**src/rtl/tmr_scrub_ctrl_pkg.sv**
```systemverilog
// Shared types and defaults for the TMR scrub controller.
package tmr_ctrl_pkg;

  // Scrub engine states: waiting for the next sweep, testing one register,
  // and the one-cycle settle slot after a refresh.
  typedef enum logic [1:0] {
    IDLE  = 2'd0,
    CHECK = 2'd1,
    FIX   = 2'd2
  } scrub_state_t;

  localparam int SCRUB_PERIOD_DEFAULT = 1024;
  localparam int CNT_W_DEFAULT        = 16;

endpackage

```
**src/rtl/tmr_scrub_timer.sv**
```systemverilog
// Reloadable down-counter that paces the idle gap between scrub sweeps.
module tmr_scrub_timer #(
  parameter int TW     = 10,
  parameter int RELOAD = 1023
) (
  input  logic clk,
  input  logic resn,
  input  logic en,
  input  logic reload,
  output logic zero
);

  localparam logic [TW-1:0] RELOAD_VAL = TW'(RELOAD);

  logic [TW-1:0] count_r;

  // Reload has priority over counting so the terminal cycle restarts the gap.
  always_ff @(posedge clk or negedge resn) begin
    if (!resn) begin
      count_r <= RELOAD_VAL;
    end else if (reload) begin
      count_r <= RELOAD_VAL;
    end else if (en) begin
      count_r <= count_r - TW'(1);
    end else begin
      count_r <= count_r;
    end
  end

  assign zero = (count_r == {TW{1'b0}});

endmodule

```
**src/rtl/tmr_scrub_ctrl.sv**
```systemverilog
// Scrub scheduler and write arbiter for a bank of triplicated registers.
// Host writes always win; the scrub engine refreshes registers whose voter
// reports a mismatch and counts the corrected upsets.
module tmr_scrub_ctrl
  import tmr_ctrl_pkg::*;
#(
  parameter int NREGS        = 8,
  parameter int WIDTH        = 8,
  parameter int SCRUB_PERIOD = SCRUB_PERIOD_DEFAULT,
  parameter int CNT_W        = CNT_W_DEFAULT,
  localparam int AW          = $clog2(NREGS)
) (
  input  logic             clk,
  input  logic             resn,
  input  logic             enable,
  input  logic             host_valid,
  output logic             host_ready,
  input  logic [AW-1:0]    host_addr,
  input  logic [WIDTH-1:0] host_data,
  input  logic [NREGS-1:0] reg_err,
  output logic [NREGS-1:0] reg_write,
  output logic [WIDTH-1:0] write_value,
  output logic [NREGS-1:0] reg_refresh,
  output logic [CNT_W-1:0] err_count,
  input  logic             err_clear,
  output logic             addr_err,
  output logic             sweep_done,
  output logic             busy
);

  localparam int TW = $clog2(SCRUB_PERIOD + 1);
  localparam logic [AW:0]      NREGS_L  = (AW+1)'(NREGS);
  localparam logic [AW-1:0]    LAST_IDX = AW'(NREGS - 1);
  localparam logic [NREGS-1:0] ONE_HOT0 = {{(NREGS-1){1'b0}}, 1'b1};

  scrub_state_t     state_r;
  logic [AW-1:0]    idx_r;
  logic             host_ready_r;
  logic [NREGS-1:0] reg_write_r;
  logic [WIDTH-1:0] write_value_r;
  logic [NREGS-1:0] reg_refresh_r;
  logic [CNT_W-1:0] err_count_r;
  logic             addr_err_r;
  logic             sweep_done_r;
  logic             busy_r;

  logic host_acc_s;
  logic addr_ok_s;
  logic err_hit_s;
  logic collide_s;
  logic refresh_go_s;
  logic timer_en_s;
  logic timer_reload_s;
  logic timer_zero_s;

  // Request decode, collision detection and timer control.
  always_comb begin
    host_acc_s     = host_valid & host_ready_r;
    addr_ok_s      = ({1'b0, host_addr} < NREGS_L);
    err_hit_s      = reg_err[idx_r];
    collide_s      = host_acc_s & (host_addr == idx_r);
    refresh_go_s   = (state_r == CHECK) & enable & err_hit_s & ~collide_s;
    timer_en_s     = (state_r == IDLE) & enable;
    timer_reload_s = ~timer_en_s | timer_zero_s;
  end

  tmr_scrub_timer #(
    .TW     (TW),
    .RELOAD (SCRUB_PERIOD - 1)
  ) u_timer (
    .clk    (clk),
    .resn   (resn),
    .en     (timer_en_s),
    .reload (timer_reload_s),
    .zero   (timer_zero_s)
  );

  // Host write path: one-cycle strobe, or an address-error pulse when out of range.
  always_ff @(posedge clk or negedge resn) begin
    if (!resn) begin
      host_ready_r  <= 1'b0;
      reg_write_r   <= {NREGS{1'b0}};
      write_value_r <= {WIDTH{1'b0}};
      addr_err_r    <= 1'b0;
    end else begin
      host_ready_r <= 1'b1;
      reg_write_r  <= {NREGS{1'b0}};
      addr_err_r   <= 1'b0;
      if (host_acc_s) begin
        if (addr_ok_s) begin
          reg_write_r   <= ONE_HOT0 << host_addr;
          write_value_r <= host_data;
        end else begin
          addr_err_r <= 1'b1;
        end
      end else begin
        write_value_r <= write_value_r;
      end
    end
  end

  // Scrub sequencer: walks the bank, issues refreshes and pulses sweep completion.
  always_ff @(posedge clk or negedge resn) begin
    if (!resn) begin
      state_r       <= IDLE;
      idx_r         <= {AW{1'b0}};
      reg_refresh_r <= {NREGS{1'b0}};
      sweep_done_r  <= 1'b0;
      busy_r        <= 1'b0;
    end else begin
      reg_refresh_r <= {NREGS{1'b0}};
      sweep_done_r  <= 1'b0;
      case (state_r)
        IDLE: begin
          if (timer_en_s && timer_zero_s) begin
            state_r <= CHECK;
            idx_r   <= {AW{1'b0}};
            busy_r  <= 1'b1;
          end else begin
            busy_r  <= 1'b0;
          end
        end
        CHECK: begin
          if (!enable) begin
            state_r <= IDLE;
            idx_r   <= {AW{1'b0}};
            busy_r  <= 1'b0;
          end else if (err_hit_s) begin
            // A colliding host write already reloads all copies, so no refresh.
            state_r <= FIX;
            if (!collide_s) begin
              reg_refresh_r <= ONE_HOT0 << idx_r;
            end else begin
              reg_refresh_r <= {NREGS{1'b0}};
            end
          end else if (idx_r == LAST_IDX) begin
            state_r      <= IDLE;
            idx_r        <= {AW{1'b0}};
            sweep_done_r <= 1'b1;
            busy_r       <= 1'b0;
          end else begin
            idx_r <= idx_r + AW'(1);
          end
        end
        FIX: begin
          if (!enable) begin
            state_r <= IDLE;
            idx_r   <= {AW{1'b0}};
            busy_r  <= 1'b0;
          end else if (idx_r == LAST_IDX) begin
            state_r      <= IDLE;
            idx_r        <= {AW{1'b0}};
            sweep_done_r <= 1'b1;
            busy_r       <= 1'b0;
          end else begin
            state_r <= CHECK;
            idx_r   <= idx_r + AW'(1);
          end
        end
        default: begin
          state_r <= IDLE;
          idx_r   <= {AW{1'b0}};
          busy_r  <= 1'b0;
        end
      endcase
    end
  end

  // Corrected-upset counter: saturating, with clear taking precedence.
  always_ff @(posedge clk or negedge resn) begin
    if (!resn) begin
      err_count_r <= {CNT_W{1'b0}};
    end else if (err_clear) begin
      err_count_r <= {CNT_W{1'b0}};
    end else if (refresh_go_s && (err_count_r != {CNT_W{1'b1}})) begin
      err_count_r <= err_count_r + CNT_W'(1);
    end else begin
      err_count_r <= err_count_r;
    end
  end

  assign host_ready  = host_ready_r;
  assign reg_write   = reg_write_r;
  assign write_value = write_value_r;
  assign reg_refresh = reg_refresh_r;
  assign err_count   = err_count_r;
  assign addr_err    = addr_err_r;
  assign sweep_done  = sweep_done_r;
  assign busy        = busy_r;

endmodule

```
**config.mk**
```make
export PLATFORM = sky130hd
export DESIGN_NAME = tmr_scrub_ctrl
export DESIGN_NICKNAME = d
export VERILOG_FILES = /design/src/rtl/tmr_scrub_ctrl_pkg.sv /design/src/rtl/tmr_scrub_timer.sv /design/src/rtl/tmr_scrub_ctrl.sv
export SDC_FILE = /design/constraint.sdc
export NUM_CORES = 1
export LEC_CHECK = 0
export ABC_AREA = 0
export CORE_MARGIN = 2
export CORE_UTILIZATION = 50
export DETAILED_ROUTE_END_ITERATION = 10
export GPL_ROUTABILITY_DRIVEN = 0
export GPL_TIMING_DRIVEN = 0
export MAX_ROUTING_LAYER = met4
export PLACE_DENSITY_LB_ADDON = 0.05
export SLEW_MARGIN = 20
export SYNTH_ARGS = -nofsm -noshare
export SYNTH_HDL_FRONTEND = slang
export SYNTH_HIERARCHICAL = 1
export SYNTH_SLANG_ARGS = --single-unit
```
**constraint.sdc**
```tcl
create_clock -name clk -period 3.1 [get_ports clk]
set_clock_uncertainty 0.05 [all_clocks]
set_input_delay 0.62 -clock clk [delete_from_list [all_inputs] [get_ports clk]]
set_output_delay 0.62 -clock clk [all_outputs]
set_load 0.02 [all_outputs]
```
==> results.toml, run 1 <==
[status]
status = "complete, no violations"

[job]
cap_violations = 0

[clocking]
ctsHoldBuffers = 0
numCtsBuffers = 9
cts-resized-gates = 0
worstSkewPairLatency_ns = 0.34
cts_tree = "built"
htreeDepth = 3
cts_root_buf = "clkbuf_8"
clk_pin_slew_ns = 0.07
clockBufferDepth = 2
clkSinkCount = 59
post_cts_buffers = 0

[cells_and_area]
design_area_um2 = 3934
fin_util_pct = 67.24
n_fill_cell = 449
diodes = 0
area_growth_pct = 32.10
drive_above_1_share_pct = 15.80
nets = 398
seq_area_um2 = 1489
multi_input_area_um2 = 1368

[global_routing]
grt_util_met1_pct = 28.52
grt_util_met2_pct = 35.45
grt_start_max_net_pins = 36
antenna_found_initial = 0
top_usage_layer = "met2"
first_global_vias = 2385
use_met3_pct = 3.778
grt_use_total_pct = 22.42
grt_pass1_wl_um = 11010
grt-ovfl-total = 0

[sta]
tightest_slew_ns = 0.6106
hold_viol = 0
fmax_ghz = 0.4132
fin_ws_ns = 0.6796
holdWs_ns = 0.1307
rsz0062_at_grt = "false"
maxSlewHeadroom_pct = 59.02
timing.final.crit_period_ns = 2.420
final-setup-viol-count = 0
min_period_over_period_pct = 78.08
slew_violations = 0

[setup_path]
worstSetupPathType = "in2reg"
worst_ep_required_time_ns = 3.28
critPathArrivalTime_ns = 2.60
critPathLaunchType = "input port"
cp-end-kind = "register"
worst-path-max-fanout = 10

[place]
port_buffers = 65
post-place-ws_ns = 0.3033
place_area_um2 = 3740
dpl.hpwl_um = 4676

[floorplanning]
num_io_pins = 68
core_um2 = 5851
initial_utilization_pct = 50.90
die_w_um = 81.18
die_h_um = 81.18
rows = 28
die-area_um2 = 6589

[route]
routed_wire_length_per_instance_um = 14.93
drt_iter0_drc = 112
firstDrtPassIters = 4
drc = 0
ant_nets = 0
vias = 2405
wl_um = 6599
viasPerCell = 5.441

[power]
peakVddDrop_mv = 0.3270
power_uw = 1656
power_density_nw_per_um2 = 421.0
leakagePower_uw = 0.001586

[synthesis]
synth-edff-count = 0
synth.cell_area_um2 = 2978
synthFlopType = "dfrtp_1"
yosysSeqAreaShare_pct = 50.00
synth.distinct_cells = 51
yosysWarnings = 6
syn_inst = 285
avgSynthCellArea_um2 = 10.45
synth_top_area_share_pct = 41.18
synthTopCellsByArea = "dfrtp_1 41%, dfstp_2 8.8%, ha_1 5.0%"
synth.largest_area_cell = "dfrtp_1"
ys_ff_latch = 59
synth_fp_nets = 321
ys_async_sr_fraction_pct = 100.0

[min_path]
min_path_type = "in2async"
layer usage:
metal / routed length [um] / part of all wire [%]
met5: 0 / 0
met2: 3351 / 51
met4: 67 / 1.0
met1: 2987 / 45
met3: 193 / 2.9
power by group:
part,switching [uW],internal [uW]
Sequential,10.3,793
Combinational,77.1,81.9
Clock,305,389
worst paths after layout:
check,from,to,slack (ns),cells after the start
worst min register to register,write_value[2]$_DFFE_PN0P_,write_value[2]$_DFFE_PN0P_,0.46,1
min in group clk,write_value[2]$_DFFE_PN0P_,write_value[2]$_DFFE_PN0P_,0.46,1
worst min-delay path,resn,err_count[3]$_DFFE_PN0P_,0.13,1
worst max register to register,u_timer/count_r[3]$_DFFE_PN1P_,idx_r[2]$_DFFE_PN0P_,0.76,7
worst max-delay path,host_valid,err_count[5]$_DFFE_PN0P_,0.68,8
max in group asynchronous,resn,u_timer/count_r[1]$_DFFE_PN1P_,2.30,2
critical path: stages:
cell	delay, ns
clkdlybuf4s50_1	0.41
and2_1	0.15
buf_4	0.17
a41oi_2	0.22
nand3_2	0.18
buf_6	0.19
nor4_1	0.28
mux2_2	0.37
kinds of logic (layout without fill, tap and decap cells):
kind of cell / Yosys count / count (layout) / synth area share, %
AND/OR/NAND/NOR: 110 / 110 / 20.13
flip-flops: 59 / 59 / 50.00
XOR/XNOR: 5 / 5 / 1.471
other: 2 / 2 / 0.2522
multiplexers: 19 / 19 / 7.101
adder cells (fa/ha/maj): 12 / 12 / 5.042
AO/OA/AOI/OAI: 53 / 53 / 11.93
buffers and inverters: 25 / 107 / 4.075
state kept, by name (all words and copies together), names as in the netlist:
register	count
busy	1
idx_r	3
host_ready	1
state_r	2
sweep_done	1
reg_refresh	8
err_count	16
reg_write	8
u_timer/count_r	11
write_value	8
area by class of cell:
type	instances	area share, %
timing repair buffer	66	16.98
buffer	13	1.940
clock buffer	11	3.594
tap	75	2.385
multi-input combinational	201	34.76
inverter	12	1.145
clock inverter	5	1.336
sequential	59	37.85
synth_stat cells (all sizes together) (4+ instances only):
cell type   n
dfrtp      49
nand2      22
nor2       18
a21oi      15
o21ai      15
mux2       14
ha         12
or3        12
inv        11
nand3      11
dfstp      10
buf         9
o31ai       9
or4         9
nor3        7
and2        6
nor4        6
mux2i       5
and3        4
clkbuf      4
nand2b      4
nor2b       4
xnor2       4
metrics by stage:
step / TNS, ns / std cells
2_1_floorplan: 0 / 285
3_3_place_gp: -27.44 / 425
3_5_place_dp: 0 / 426
4_1_cts: 0 / 442
5_1_grt: 0 / 442
6_report: 0 / 442
cell usage in the layout (no fill, tap or decap), drive strengths merged, types with 7 or more instances in the layout:
master         instances
clkdlybuf4s50         64
dfrtp                 49
nand2                 22
nor2                  18
a21oi                 15
o21ai                 15
clkbuf                15
mux2                  14
or3                   12
ha                    12
inv                   11
nand3                 11
buf                   11
dfstp                 10
o31ai                  9
or4                    9
nor3                   7
No activity file was read; power rests on OpenSTA's default activity.
==> run 2: changes to the inputs <==
- clock period: 3.1 -> 2.48 ns (I/O delays scaled with it)
==> run 2 against run 1 <==
Non-clock buffer count did not move. Flip-flop and latch count did not move. Total power rose by 25%. Cell area rose by 0.16%. Worst hold slack got worse by 0.12 ns. Wire length rose by 0.18%. Worst setup slack got worse by 0.50 ns. Largest cell class unchanged. First-iteration DRC count rose by 9.8%. Global-route usage did not move. Die area did not move.
==> results.toml, run 2 (same netlist as run 1, synthesis figures left out) <==
[route]
firstDrtPassIters = 5
viasPerCell = 5.443
vias = 2406
drc = 0
wl_um = 6611
ant_nets = 0
drt_iter0_drc = 123
routed_wire_length_per_instance_um = 14.96

[floorplanning]
die_w_um = 81.18
num_io_pins = 68
core_um2 = 5851
die_h_um = 81.18
rows = 28
die-area_um2 = 6589
initial_utilization_pct = 50.90

[clocking]
cts_tree = "built"
worstSkewPairLatency_ns = 0.34
ctsHoldBuffers = 0
clockBufferDepth = 2
clk_pin_slew_ns = 0.07
clkSinkCount = 59
htreeDepth = 3
cts_root_buf = "clkbuf_8"
post_cts_buffers = 0
numCtsBuffers = 9

[power]
p_clk_share_pct = 41.8
net-switching-power_uw = 488.3
power_uw = 2068
p_seq_share_pct = 48.6
swShare_pct = 23.62
power_density_nw_per_um2 = 524.8
intPower_uw = 1579
peakVddDrop_mv = 0.4086
p_comb_share_pct = 9.6
leakagePower_uw = 0.001587

[global_routing]
grt-ovfl-total = 0
antenna_found_initial = 0
first_global_vias = 2385
grt_pass1_wl_um = 11010
grt_start_max_net_pins = 36
grt_use_total_pct = 22.42

[cells_and_area]
diodes = 0
n_fill_cell = 448
fin_util_pct = 67.34
area_growth_pct = 32.31
nets = 398
final_common_cell = "clkdlybuf4s50_1"
largest_reg_flops = 16
final_cell_mix = "64 x clkdlybuf4s50_1, 49 x dfrtp_1, 22 x nand2_1"
drive_above_1_share_pct = 16.08

[setup_path]
cp-end-kind = "register"
critPathMaxStageDelay_ns = 0.41
cpLargestDelayFamily = "buffers and inverters"
critPathArrivalTime_ns = 2.47
worstSetupPathType = "in2reg"
worst_ep_required_time_ns = 2.66
critPathSlowestCell = "clkdlybuf4s50_1"
critPathLaunchType = "input port"
worst-path-max-fanout = 10
crit_path_cell_trace = "clkdlybuf4s50_1 -> and2_1 -> buf_4 -> a41oi_2 -> nand3_2 -> buf_6 -> nor4_1 -> mux2_2"
cp_num_buf_inv = 3
rrSetupSlack_ns = 0.20

[sta]
hold_viol = 0
timing.final.crit_period_ns = 2.297
slew_violations = 0
tightest_slew_ns = 0.6072
rsz0062_at_grt = "false"
fmax_ghz = 0.4354
final-setup-viol-count = 0
min_period_over_period_pct = 92.62
maxSlewHeadroom_pct = 59.25

[job]
cap_violations = 0

[status]
status = "complete, no violations"

[place]
dpl.hpwl_um = 4676
port_buffers = 65

[min_path]
min_path_type = "in2async"
-- run 2: cell types whose count changed in the layout (fill, tap and decap cells not counted) --
cell / change
nor4_1: -1
nor4_2: +1
-- run 2: area by class of cell --
class	instances	area, um2	area share, %
Sequential cell	59	1489	37.79
Multi-Input combinational cell	201	1374	34.87
Timing Repair Buffer	66	668.1	16.96
Clock buffer	11	141.4	3.588
Tap cell	75	93.84	2.382
Buffer	13	76.32	1.937
Clock inverter	5	52.55	1.334
Inverter	12	45.04	1.143
-- run 2: power by group through the flow --
stage / logic (uW) / registers [uW] / clock network [uW]
floorplan: 55.7 / 1050 / 0
global placement: 196 / 1020 / 0
detailed placement: 202 / 1020 / 0
CTS: 202 / 1000 / 884
global route: 218 / 1010 / 928
finish: 199 / 1000 / 865
-- run 2: repair_timing --
| action | in CTS | in global routing |
|---|---|---|
| gates resized for setup | 0 | 1 |
| endpoints found under the setup margin | 0 | 3 |
| hold endpoints to repair | 0 | 0 |
-- run 2: layer usage --
metal  routed length, um  part of all wire [%]  vias to the layer above  track usage, %
met2                3312                    50                       53           35.45
met5                   0                     0                        -               -
li1                    -                     -                     1179               -
met4                  88                   1.3                        0           9.661
met1                2995                    45                     1167           28.52
met3                 214                   3.2                        7           3.778
-- run 2: final timing paths --
| path | startpoint | to | cells past startpoint |
|---|---|---|---|
| worst max-delay path | host_valid | err_count[5]$_DFFE_PN0P_ | 8 |
| worst min-delay path | resn | err_count[3]$_DFFE_PN0P_ | 1 |
| worst max register to register | state_r[1]$_DFFE_PN0P_ | u_timer/count_r[7]$_DFFE_PN1P_ | 7 |
| worst min register to register | write_value[2]$_DFFE_PN0P_ | write_value[2]$_DFFE_PN0P_ | 1 |
| max in group asynchronous | resn | u_timer/count_r[1]$_DFFE_PN1P_ | 2 |
| min in group clk | write_value[2]$_DFFE_PN0P_ | write_value[2]$_DFFE_PN0P_ | 1 |
-- run 2: metrics by stage --
| stage | setup TNS [ns] | cell area, um2 | setup slack [ns] | std cells | hold WS [ns] |
|---|---|---|---|---|---|
| after floorplan | 0 | 2978 | 0.4059 | 285 | 0.1504 |
| final | 0 | 3940 | 0.1831 | 442 | 0.008192 |
| after global routing | 0 | 3940 | 0.03895 | 442 | 0.03918 |
| after detailed placement | -0.9223 | 3740 | -0.1927 | 426 | 0.3811 |
| after CTS | 0 | 3934 | 0.1382 | 442 | 0.01375 |
| after global placement | -56.42 | 3722 | -1.060 | 425 | 0.4392 |
==> run 3: changes to the inputs <==
- ABC_AREA: 0 -> 1
- CORE_UTILIZATION: 50 -> 47
- clock period: 2.48 -> 1.9 ns (I/O delays scaled with it)
==> run 3 against run 2 <==
The flow now finishes with violations (setup timing). Die area up 17%. Largest cell class is now multi-input combinational cells. Cell count increased by 38%. Largest power group unchanged. Clock power is 34% higher.
==> results.toml, run 3 <==
[setup_path]
worstSetupPathType = "reg2reg"
critPathArrivalTime_ns = 2.14
cp-end-kind = "register"
worstRegToRegCells = 12
cpMostUsedCell = "nand2_1"
critPathLaunchType = "register"
rrSetupSlack_ns = -0.02
critPathMaxStageDelay_ns = 0.55
crit_path_cell_trace = "inv_4 -> ha_4 -> nand2_4 -> nor3_2 -> and2_4 -> or2_4 -> nor2_4 -> nor2_4 -> nand3_2 -> nand2_1 -> nand2_1 -> nand2_1"
crit_path_start = "u_timer/count_r[0]$_DFFE_PN1P_"
worst_ep_required_time_ns = 2.12
worstReg2RegEnd = "u_timer/count_r[7]$_DFFE_PN1P_"
timing.rr.start = "u_timer/count_r[0]$_DFFE_PN1P_"
critPathSlowestCell = "dfstp_2"
worst-path-max-fanout = 4

[cells_and_area]
largest_reg_flops = 16
drive_above_1_share_pct = 15.76
fin_cells = 610
n_fill_cell = 553
diodes = 0
final_cell_mix = "113 x nand2_1, 57 x clkdlybuf4s50_1, 50 x inv_1"
nets = 546
area_growth_pct = 35.93
design_area_um2 = 4492
final_common_cell = "nand2_1"

[synthesis]
synthSimpleGateAreaFrac_pct = 35.29
synth.largest_area_cell = "dfrtp_1"
ys_ff_latch = 59
synth_mux_area_share_pct = 0
yosysSeqAreaShare_pct = 45.06
syn_inst = 420
avgSynthCellArea_um2 = 7.868
synthTopCellsByArea = "dfrtp_1 37%, nand2_1 13%, dfstp_2 8.0%"
synth_top_family_by_area = "simple AND/OR/NAND/NOR gates"
synth_fp_nets = 456
synth.most_common_cell = "nand2_1"
synth_top_area_share_pct = 37.11
ys_async_sr_fraction_pct = 100.0
synthAdderAreaFrac_pct = 4.544
synth_common_cells = "114 x nand2_1, 52 x inv_1, 49 x dfrtp_1, 47 x nand3_1, 40 x nor2_1"
synth-xor-area-share_pct = 2.651
synthFlopType = "dfrtp_1"
yosysWarnings = 6
synth-edff-count = 0
synth.cell_area_um2 = 3304
synth.distinct_cells = 34
synth_compound_area_share_pct = 3.938

[clocking]
worstSkewPairLatency_ns = 0.34
clkSinkCount = 59
numCtsBuffers = 9
cts_root_buf = "clkbuf_8"
clockBufferDepth = 2
cts_tree = "built"
htreeDepth = 3
clk_pin_slew_ns = 0.07

[job]
cap_violations = 0

[route]
wl_um = 7741
ant_nets = 0
drc = 0
viasPerCell = 4.930
firstDrtPassIters = 4
routed_wire_length_per_instance_um = 12.69
vias = 3007
drt_iter0_drc = 123

[power]
peakVddDrop_mv = 0.3197
p_clk_share_pct = 42.0
leakagePower_uw = 0.002328
net-switching-power_uw = 661.5
p_seq_share_pct = 47.6
power_density_nw_per_um2 = 613.6
intPower_uw = 2095
p_comb_share_pct = 10.5
swShare_pct = 24.00

[sta]
fmax_ghz = 0.5212
final-setup-viol-count = 1
min_period_over_period_pct = 101.0
holdWs_ns = 0.3973
fin_ws_ns = -0.01876
rsz0062_at_grt = "true"
slew_violations = 0
hold_viol = 0
tns_ns = -0.01876
timing.final.crit_period_ns = 1.919

[global_routing]
antenna_found_initial = 0
grt_use_total_pct = 21.59
grt_start_max_net_pins = 45
use_met3_pct = 6.598
grt_util_met2_pct = 32.09
grt-ovfl-total = 0
first_global_vias = 2731
grt_util_met1_pct = 27.75
top_usage_layer = "met2"
grt_pass1_wl_um = 12420

[floorplanning]
rows = 30
die_w_um = 87.85
die-area_um2 = 7718
initial_utilization_pct = 48.64
core_um2 = 6794
die_h_um = 87.85
num_io_pins = 68

[status]
status = "complete, but fails checks"
failed_checks = "setup timing"

[place]
dp_cells = 583
dpl.hpwl_um = 5386
port_buffers = 66
place_area_um2 = 4123

[min_path]
min_path_type = "in2async"
-- run 3: cell count changes after synthesis, moves of 8 or more --
cell,delta
nand3_1,+37
or4_1,-8
a21oi_1,-10
nand4_1,+10
o31ai_1,-9
inv_1,+41
mux2_2,-13
nor2_1,+23
or3_1,-12
nand2_1,+92
-- run 3: area by class of cell --
type | instances | area, um2 | area share [%]
Tap cell | 96 | 120.1 | 2.674
Buffer | 7 | 56.30 | 1.253
Inverter | 58 | 230.2 | 5.125
Clock inverter | 2 | 35.03 | 0.7799
Multi-Input combinational cell | 296 | 1605 | 35.74
Timing Repair Buffer | 79 | 794.5 | 17.69
Clock buffer | 13 | 158.9 | 3.538
Sequential cell | 59 | 1491 | 33.20
-- run 3: how the worst max path moves through the flow --
| stage | endpoint | slack (ns) | cells past startpoint |
|---|---|---|---|
| after floorplan | u_timer/count_r[7]$_DFFE_PN1P_ | -0.03 | 12 |
| after global placement | write_value[1]$_DFFE_PN0P_ | -1.50 | 1 |
| after detailed placement | err_count[1]$_DFFE_PN0P_ | -0.28 | 10 |
| after CTS | u_timer/count_r[7]$_DFFE_PN1P_ | 0.005 | 12 |
| after global routing | u_timer/count_r[7]$_DFFE_PN1P_ | -0.09 | 12 |
| final | u_timer/count_r[7]$_DFFE_PN1P_ | -0.02 | 12 |
-- run 3: repair_timing --
action | in CTS | in global routing
endpoints found under the setup margin | 12 | 31
hold buffers | 1 | 0
pin swaps | 4 | 9
hold endpoints to repair | 11 | 0
setup buffers | 3 | 8
gates cloned | 0 | 0
resized for setup | 5 | 24
-- run 3: cells by family after synthesis --
group | count (synthesis)
compound gates | 24
xor+xnor | 10
fa+ha+maj | 12
buf+inv | 65
flops | 59
other cells | 2
simple gates | 248
-- run 3: routing by layer --
layer / share of wire [%] / up-vias / wire length [um]
li1: - / 1509 / -
met1: 46 / 1412 / 3581
met2: 46 / 74 / 3594
met3: 5.8 / 12 / 448
met4: 1.5 / 0 / 116
met5: 0 / - / 0
-- run 3: worst max-delay path: cells and delay by family (launching register included) --
family / cells / cell delay, ns
fa+ha+maj: 1 / 0.16
buf+inv: 1 / 0.05
flops: 1 / 0.55
simple gates: 10 / 1.05
-- run 3: metrics by stage --
stage / util [%] / total power (uW) / worst slack [ns]
after floorplan: - / 1445 / -0.03332
after global placement: 60.31 / 1591 / -1.504
after detailed placement: 60.68 / 1602 / -0.2782
after CTS: 64.13 / 2770 / 0.004692
after global routing: 66.11 / 2873 / -0.09375
final: 66.11 / 2756 / -0.01876
-- run 3: power by group through the flow --
stage / clock [uW] / combinational, uW / sequential [uW]
floorplan: 0 / 84.3 / 1360
global placement: 0 / 261 / 1330
detailed placement: 0 / 272 / 1330
CTS: 1180 / 279 / 1310
global route: 1240 / 318 / 1310
finish: 1160 / 289 / 1310
